<file path="src/rtl/byte_adder_pkg.sv">
// Shared constants and result types for the registered byte adder.
package byte_adder_pkg;

   localparam int unsigned DEFAULT_WIDTH  = 8;
   localparam int unsigned HALF_CARRY_BIT = 3;

   typedef struct packed {
      logic c;
      logic z;
      logic v;
      logic h;
   } flags_t;

   typedef struct packed {
      logic [DEFAULT_WIDTH-1:0] r;
      logic                     c;
      logic                     z;
      logic                     v;
      logic                     h;
   } result_t;

   localparam flags_t  FLAGS_RST  = '0;
   localparam result_t RESULT_RST = '0;

endpackage

</file>
<file path="src/rtl/full_adder.sv">
// One-bit full adder cell used as a stage of the ripple chain.
module full_adder (
   input  logic a,
   input  logic b,
   input  logic cin,
   output logic s,
   output logic cout
);

   assign s    = a ^ b ^ cin;
   assign cout = (a & b) | (cin & (a ^ b));

endmodule

</file>
<file path="src/rtl/byte_adder_reg.sv">
// Registered ripple adder with carry/zero/overflow/half-carry flags, 1-cycle latency.
// Optional subtract mode (i_sub) enabled by defining BYTE_ADDER_SUB_EN.
module byte_adder_reg #(
   parameter int unsigned WIDTH = byte_adder_pkg::DEFAULT_WIDTH
) (
   input  logic             i_clk,
   input  logic             i_rst,
   input  logic             i_valid,
   input  logic [WIDTH-1:0] i_a,
   input  logic [WIDTH-1:0] i_b,
   input  logic             i_cin,
`ifdef BYTE_ADDER_SUB_EN
   input  logic             i_sub,
`endif
   output logic             o_valid,
   output logic [WIDTH-1:0] o_r,
   output logic             o_c,
   output logic             o_z,
   output logic             o_v,
   output logic             o_h
);

   import byte_adder_pkg::*;

   localparam int unsigned MSB = WIDTH - 1;

   logic [WIDTH-1:0] b_eff;
   logic             cin_eff;
   logic [WIDTH-1:0] sum;
   logic [WIDTH:0]   carry;
   flags_t           flags_n;

   logic             valid_q;
   logic [WIDTH-1:0] r_q;
   flags_t           flags_q;

   // Subtract is a + ~b + 1 on the same chain; carry-out then means "no borrow".
`ifdef BYTE_ADDER_SUB_EN
   assign b_eff   = i_sub ? ~i_b : i_b;
   assign cin_eff = i_sub ? 1'b1 : i_cin;
`else
   assign b_eff   = i_b;
   assign cin_eff = i_cin;
`endif

   assign carry[0] = cin_eff;

   for (genvar i = 0; i < WIDTH; i++) begin : g_chain
      full_adder u_fa (
         .a    (i_a[i]),
         .b    (b_eff[i]),
         .cin  (carry[i]),
         .s    (sum[i]),
         .cout (carry[i+1])
      );
   end

   always_comb begin
      flags_n   = FLAGS_RST;
      flags_n.c = carry[WIDTH];
      flags_n.z = (sum == '0);
      flags_n.v = (i_a[MSB] == b_eff[MSB]) && (sum[MSB] != i_a[MSB]);
      flags_n.h = carry[HALF_CARRY_BIT+1];
   end

   // Result/flags load only on valid; otherwise they hold while o_valid drops.
   always_ff @(posedge i_clk or posedge i_rst) begin
      if (i_rst) begin
         valid_q <= 1'b0;
         r_q     <= '0;
         flags_q <= FLAGS_RST;
      end else begin
         valid_q <= i_valid;
         if (i_valid) begin
            r_q     <= sum;
            flags_q <= flags_n;
         end
      end
   end

   assign o_valid = valid_q;
   assign o_r     = r_q;
   assign o_c     = flags_q.c;
   assign o_z     = flags_q.z;
   assign o_v     = flags_q.v;
   assign o_h     = flags_q.h;

endmodule

</file>
<file path="config.mk">
export PLATFORM = sky130hd
export DESIGN_NAME = byte_adder_reg
export DESIGN_NICKNAME = d
export VERILOG_FILES = /design/src/rtl/byte_adder_pkg.sv /design/src/rtl/full_adder.sv /design/src/rtl/byte_adder_reg.sv
export SDC_FILE = /design/constraint.sdc
export NUM_CORES = 1
export LEC_CHECK = 0
export BUFFER_PORTS_ARGS = -buffer_cell sky130_fd_sc_hd__buf_4
export CAP_MARGIN = 20
export CORE_MARGIN = 2
export CORE_UTILIZATION = 26
export DETAILED_ROUTE_END_ITERATION = 12
export GPL_ROUTABILITY_DRIVEN = 1
export PLACE_DENSITY = 0.58
export RECOVER_POWER = 100
export SETUP_SLACK_MARGIN = 0.02
export SLEW_MARGIN = 10
export SYNTH_ARGS = -nofsm -noshare
export SYNTH_HDL_FRONTEND = slang
export SYNTH_HIERARCHICAL = 1
export SYNTH_SLANG_ARGS = --single-unit
</file>
<file path="constraint.sdc">
create_clock -name i_clk -period 0.83 [get_ports i_clk]
set_clock_uncertainty 0.1 [all_clocks]
set_input_delay 0.0415 -clock i_clk [delete_from_list [all_inputs] [get_ports i_clk]]
set_output_delay 0.0415 -clock i_clk [all_outputs]
set_load 0.01 [all_outputs]
</file>
==> key figures, run 1 <==
Global route
  • Vias in the first global route: approximately 660
  • Initial antenna violation count: 0
  • Overall Global Routing Usage: 0.134
  • Grt ovf: 0
  • Largest net degree at the start of global routing: 14
  • First-pass GRT wire length: 2790 um

Clock network
  • Clock-pin slew on the worst setup and hold paths: 0.09 ns
  • Clock sink count: 13
  • Bufs on Longest Clock Path: 2
  • CTS Buf Count: 3
  • Clock Latency Late Sink: 0.27 ns
  • CTS tree: built
  • Root buffer cell: clkbuf_4
  • H-tree depth: 1

Floorplanning
  • Die Width: 54.5 um
  • Height of the die: 54.5 um
  • Initial Utilization: 0.270
  • Core area: 2450 um^2
  • # IOs: 33
  • Std-Cell Rows: 18
  • Die area: 2970 um^2

Logic synthesis
  • FF+latch count, synth: 13
  • Synth Cell Area: 663 um^2
  • Syn Area/Cell: ~16 um^2
  • Gate count of the mapped netlist: 41
  • Synth cell types: 12
  • Yosys warning total: 6
  • Register area share after synthesis: 0.491
  • Syn Nets: 69

Worst setup path
  • Reg2Reg Setup Slack: -0.17 ns
  • Worst Path Required: between 0.9 and 1 ns
  • Critical Path Source Type: primary input
  • Critical Path Max Stage Delay: 0.54 ns
  • Critical path type: in -> reg
  • CP cell instances: buf_6, fa_2, fa_2, fa_2, fa_2, fa_2, fa_2, fa_2, fa_1, or3b_1, a31oi_1
  • CP endpoint kind: register
  • Endpoint arrival time on the critical path: 3.64 ns
  • CP dominant cell by count: fa_2
  • Max Fanout on Critical Path: 3
  • Critical path's slowest cell: fa_1

Detailed routing
  • Total Wirelength: 1590 um
  • DRT iter0 DRCs: 6
  • Routed length per instance: roughly 12 um
  • Drt drc: 0
  • Routed vias: 553
  • Post-DRT Antenna Nets: 0
  • DR pass1 iterations: 2
  • Vias per cell: 4.25

Place
  • Buffers on Ports: 32
  • Pre-CTS setup slack: -3.09 ns
  • Placed cells: 119
  • Gpl congestion: approximately 0.64
  • Post-DP Area: 1100 um^2
  • Post-DP HPWL: 1150 um

Outcome
  • Outcome: finished, violations left
  • Failing checks: negative setup slack

Finish
  • Fillcell total: around 230
  • Reg area: about 330 um^2
  • Non-Filler Instances: 130
  • Area growth syn-to-layout: 96.0%
  • Commonest non-fill, non-tap cells in the layout: buf_6, buf_4, dfrtp_1
  • Area taken by multi-input logic gates: ~390 um^2
  • Antenna Cells: 0
  • Util after Layout: 0.530
  • Nets: 129
  • Most common cell after layout, fill and taps aside: buf_6
  • Fraction of layout cells with a size suffix above 1: 0.770
  • Final instance area: around 1300 um^2

STA
  • Tcrit/Tclk final: 4.26
  • Slew @ Worst Pin: 0.331 ns
  • Rel. slew slack: 0.779
  • Setup TNS: -21.31 ns
  • RSZ-0062 raised after global routing: true
  • Post-route minimum period: 3.54 ns
  • Max Slew Vio Count: 0
  • Final Hold Viols: 0
  • Fmax: 283 MHz
  • Setup ws final: -2.71 ns
  • Final setup viols: 25

Pwr
  • Max IR drop VDD: 1.09 mV
  • Pwr Density: 1860 nW/um^2
  • Static leakage: 0.614 nW

Job
  • Maxcap violations: 0

Worst hold path
  • Min-delay worst type: in -> reg
stage by stage:
step / hold slack (ns) / power [mW]
2_1_floorplan: -0.182 / 1.17
3_3_place_gp: -0.0473 / 1.68
3_5_place_dp: -0.0409 / 1.70
4_1_cts: 0.0382 / 2.39
5_1_grt: 0.0367 / 2.58
6_report: 0.0353 / 2.42
logic make-up after synthesis:
| family | share of synthesized area |
|---|---|
| DFF | 0.491 |
| muxes | 0.170 |
| adders and majority gates | 0.242 |
| and+or+nand+nor | 0.0585 |
| AOI/OAI and AO/OA | 0.0226 |
| buffers and inverters | 0.0170 |
state kept, by name, indices dropped and copies added (netlist names):
| register | cells |
|---|---|
| o_r | 8 |
| o_c | 1 |
| o_h | 1 |
| o_v | 1 |
| o_valid | 1 |
| o_z | 1 |
synthesized netlist by cell type:
master    instances  area share
dfrtp_1          13        0.49
mux2_2           10        0.17
fa_1              8        0.24
nor4_1            2       0.019
a31o_2            1       0.013
a31oi_1           1      0.0094
buf_4             1       0.011
inv_1             1      0.0057
nand3b_1          1       0.011
nor2_1            1      0.0057
nor2b_1           1      0.0094
or3b_1            1       0.013
routing by layer:
layer,global-route usage,vias up,share of wire
met5,0,-,0
met4,0.0125,0,0
met3,0.0383,0,0.058
met2,0.233,16,0.56
met1,0.170,274,0.38
li1,-,263,-
final timing paths:
path | depth (start not counted) | startpoint | endpoint
max | 11 | i_a[0] | o_v$_DFFE_PP0P_
min | 4 | i_b[7] | o_v$_DFFE_PP0P_
max reg2reg | 2 | o_r[1]$_DFFE_PP0P_ | o_r[1]$_DFFE_PP0P_
min reg2reg | 1 | o_r[6]$_DFFE_PP0P_ | o_r[6]$_DFFE_PP0P_
max in group asynchronous | 4 | i_rst | o_r[2]$_DFFE_PP0P_
min in group asynchronous | 4 | i_rst | o_v$_DFFE_PP0P_
worst max-delay path, delay by kind of cell:
family | cells | cell delay [ns]
fa+ha+maj | 8 | 3.02
simple gates | 1 | 0.35
compound gates | 1 | 0.13
buf+inv | 1 | 0.10
what timing repair did:
action | 4_1_cts | 5_1_grt
hold endpoints to repair | 13 | 0
pin swaps | 2 | 3
buffers inserted | 5 | 1
endpoints found under the setup margin | 25 | 25
resized for setup | 27 | 2
hold buffers | 1 | 0
report_power, final:
group,internal [mW],total (mW),leakage [nW],switching [mW]
Combinational,0.820,1.18,0.445,0.361
Clock,0.186,0.404,0.0150,0.219
Sequential,0.751,0.832,0.154,0.0810
final cells by class:
type / instances / area share
Timing Repair Buffer: 56 / 0.401
Tap cell: 30 / 0.0289
Clock buffer: 4 / 0.0202
Inverter: 1 / 0.00289
Multi-Input combinational cell: 26 / 0.296
Sequential cell: 13 / 0.250
No activity file was read; power rests on OpenSTA's default activity.
==> run 2, diff against run 1 <==
Settings changed: CELL_PAD_IN_SITES_DETAIL_PLACEMENT from default to 1, CELL_PAD_IN_SITES_GLOBAL_PLACEMENT from default to 2, CORE_UTILIZATION 26 to 25, PLACE_DENSITY 0.58 to 0.78.
==> key figures, run 2 (synthesis gave the netlist of run 1 again) <==
Outcome
  • Outcome: finished, violations left
  • Failing checks: negative setup slack

Pwr
  • Static leakage: 0.629 nW
  • Max IR drop VDD: 1.12 mV
  • Pwr Density: 1870 nW/um^2

Detailed routing
  • Post-DRT Antenna Nets: 0
  • Total Wirelength: between 1500 and 2000 um
  • Routed length per instance: 13.7 um
  • DRT iter0 DRCs: 2
  • Routed vias: about 570
  • Drt drc: 0
  • DR pass1 iterations: 4
  • Vias per cell: 4.29

Finish
  • Commonest non-fill, non-tap cells in the layout: buf_6, buf_4, dfrtp_1
  • Reg area: roughly 330 um^2
  • Most common cell after layout, fill and taps aside: buf_6
  • Area taken by multi-input logic gates: 389 um^2
  • Max FFs per register: 8
  • Nets: roughly 130
  • Fraction of layout cells with a size suffix above 1: 0.765
  • Fillcell total: about 250
  • Antenna Cells: 0
  • Non-Filler Instances: approximately 130
  • Util after Layout: 0.530
  • Area growth syn-to-layout: 99.8%

Global route
  • Vias in the first global route: ~620
  • First-pass GRT wire length: 2880 um
  • Grt ovf: 0
  • Largest net degree at the start of global routing: 15
  • Overall Global Routing Usage: 0.124
  • Initial antenna violation count: 0

Worst setup path
  • Endpoint arrival time on the critical path: 3.65 ns
  • Critical path type: in -> reg
  • Critical Path Source Type: primary input
  • Max Fanout on Critical Path: 2
  • Worst Path Required: 0.94 ns
  • CP endpoint kind: register
  • Reg2Reg Setup Slack: -0.18 ns

Floorplanning
  • Die area: 3080 um^2
  • Std-Cell Rows: 18
  • Height of the die: 55.5 um
  • Core area: 2500 um^2
  • Die Width: 55.5 um
  • # IOs: 33
  • Initial Utilization: 0.265

Place
  • Placed cells: 118
  • Gpl congestion: 0.616
  • Buffers on Ports: 32
  • Post-DP HPWL: between 1000 and 1500 um
  • Pre-CTS setup slack: -3.11 ns

Clock network
  • Clock Latency Late Sink: 0.28 ns
  • Clock sink count: 13
  • Root buffer cell: clkbuf_4
  • Bufs on Longest Clock Path: 2
  • CTS Buf Count: 3
  • Clock-pin slew on the worst setup and hold paths: ~0.080 ns
  • CTS tree: built
  • H-tree depth: 1

STA
  • Setup ws final: -2.72 ns
  • Final setup viols: 25
  • Max Slew Vio Count: 0
  • Rel. slew slack: 0.781
  • Slew @ Worst Pin: 0.328 ns
  • Post-route minimum period: 3.55 ns
  • Fmax: 282 MHz
  • RSZ-0062 raised after global routing: true
  • Final Hold Viols: 0
  • Tcrit/Tclk final: 4.27

Job
  • Maxcap violations: 0

Worst hold path
  • Min-delay worst type: in -> reg
[run 2: cell count changes in the layout (fill, tap and decap cells not counted), sizes merged]
cell	before	now
clkbuf	6	7
dlygate4sd3	1	2
[run 2: area by class of cell]
type / instances / area share
inverters: 1 / 0.00283
multi-input cells: 26 / 0.294
repair buffers: 58 / 0.410
well taps: 30 / 0.0283
clock buffers: 4 / 0.0198
flip-flops and latches: 13 / 0.246
[run 2: power breakdown]
part / switching [mW] / internal (mW) / leakage, nW
logic: 0.380 / 0.855 / 0.459
clock network: 0.222 / 0.187 / 0.0150
registers: 0.0838 / 0.751 / 0.154
total: 0.686 / 1.79 / 0.629
[run 2: per-stage QoR]
stage	hold WS [ns]	power (mW)	TNS [ns]	cell area (um^2)
2_1_floorplan	-0.182	1.17	-19.77	707
6_report	0.0574	2.48	-21.32	1330
5_1_grt	0.0877	2.64	-22.27	1330
3_3_place_gp	-0.0469	1.67	-22.36	1100
3_5_place_dp	-0.0381	1.70	-22.63	1100
4_1_cts	0.0673	2.45	-21.46	1310
[run 2: repair_timing]
item,4_1_cts,5_1_grt
pin swaps,2,3
resized for setup,29,2
endpoints found under the setup margin,25,25
hold buffers,2,0
endpoints found under the hold margin,14,0
setup buffers,7,1
[run 2: final timing paths]
path | cells after the start | start | to
hold / removal | 4 | i_b[7] | o_v$_DFFE_PP0P_
setup reg to reg | 2 | o_r[7]$_DFFE_PP0P_ | o_r[7]$_DFFE_PP0P_
min in group asynchronous | 4 | i_rst | o_r[6]$_DFFE_PP0P_
setup / recovery | 11 | i_a[0] | o_v$_DFFE_PP0P_
max in group asynchronous | 4 | i_rst | o_v$_DFFE_PP0P_
hold reg to reg | 1 | o_c$_DFFE_PP0P_ | o_c$_DFFE_PP0P_
[run 2: layer usage]
| layer | wire length [um] | global-route usage |
|---|---|---|
| met5 | 0 | 0 |
| met4 | 9 | 0.0209 |
| met3 | 112 | 0.0422 |
| met2 | 1010 | 0.241 |
| met1 | 667 | 0.126 |
[run 2: worst max-delay path, cell delays in order]
cell and delay, ns:
buf_6 0.09, fa_2 0.38, fa_2 0.34, fa_2 0.35, fa_2 0.36, fa_2 0.35, fa_2 0.34, fa_2 0.36
fa_1 0.53, or3b_1 0.37, a31oi_1 0.14
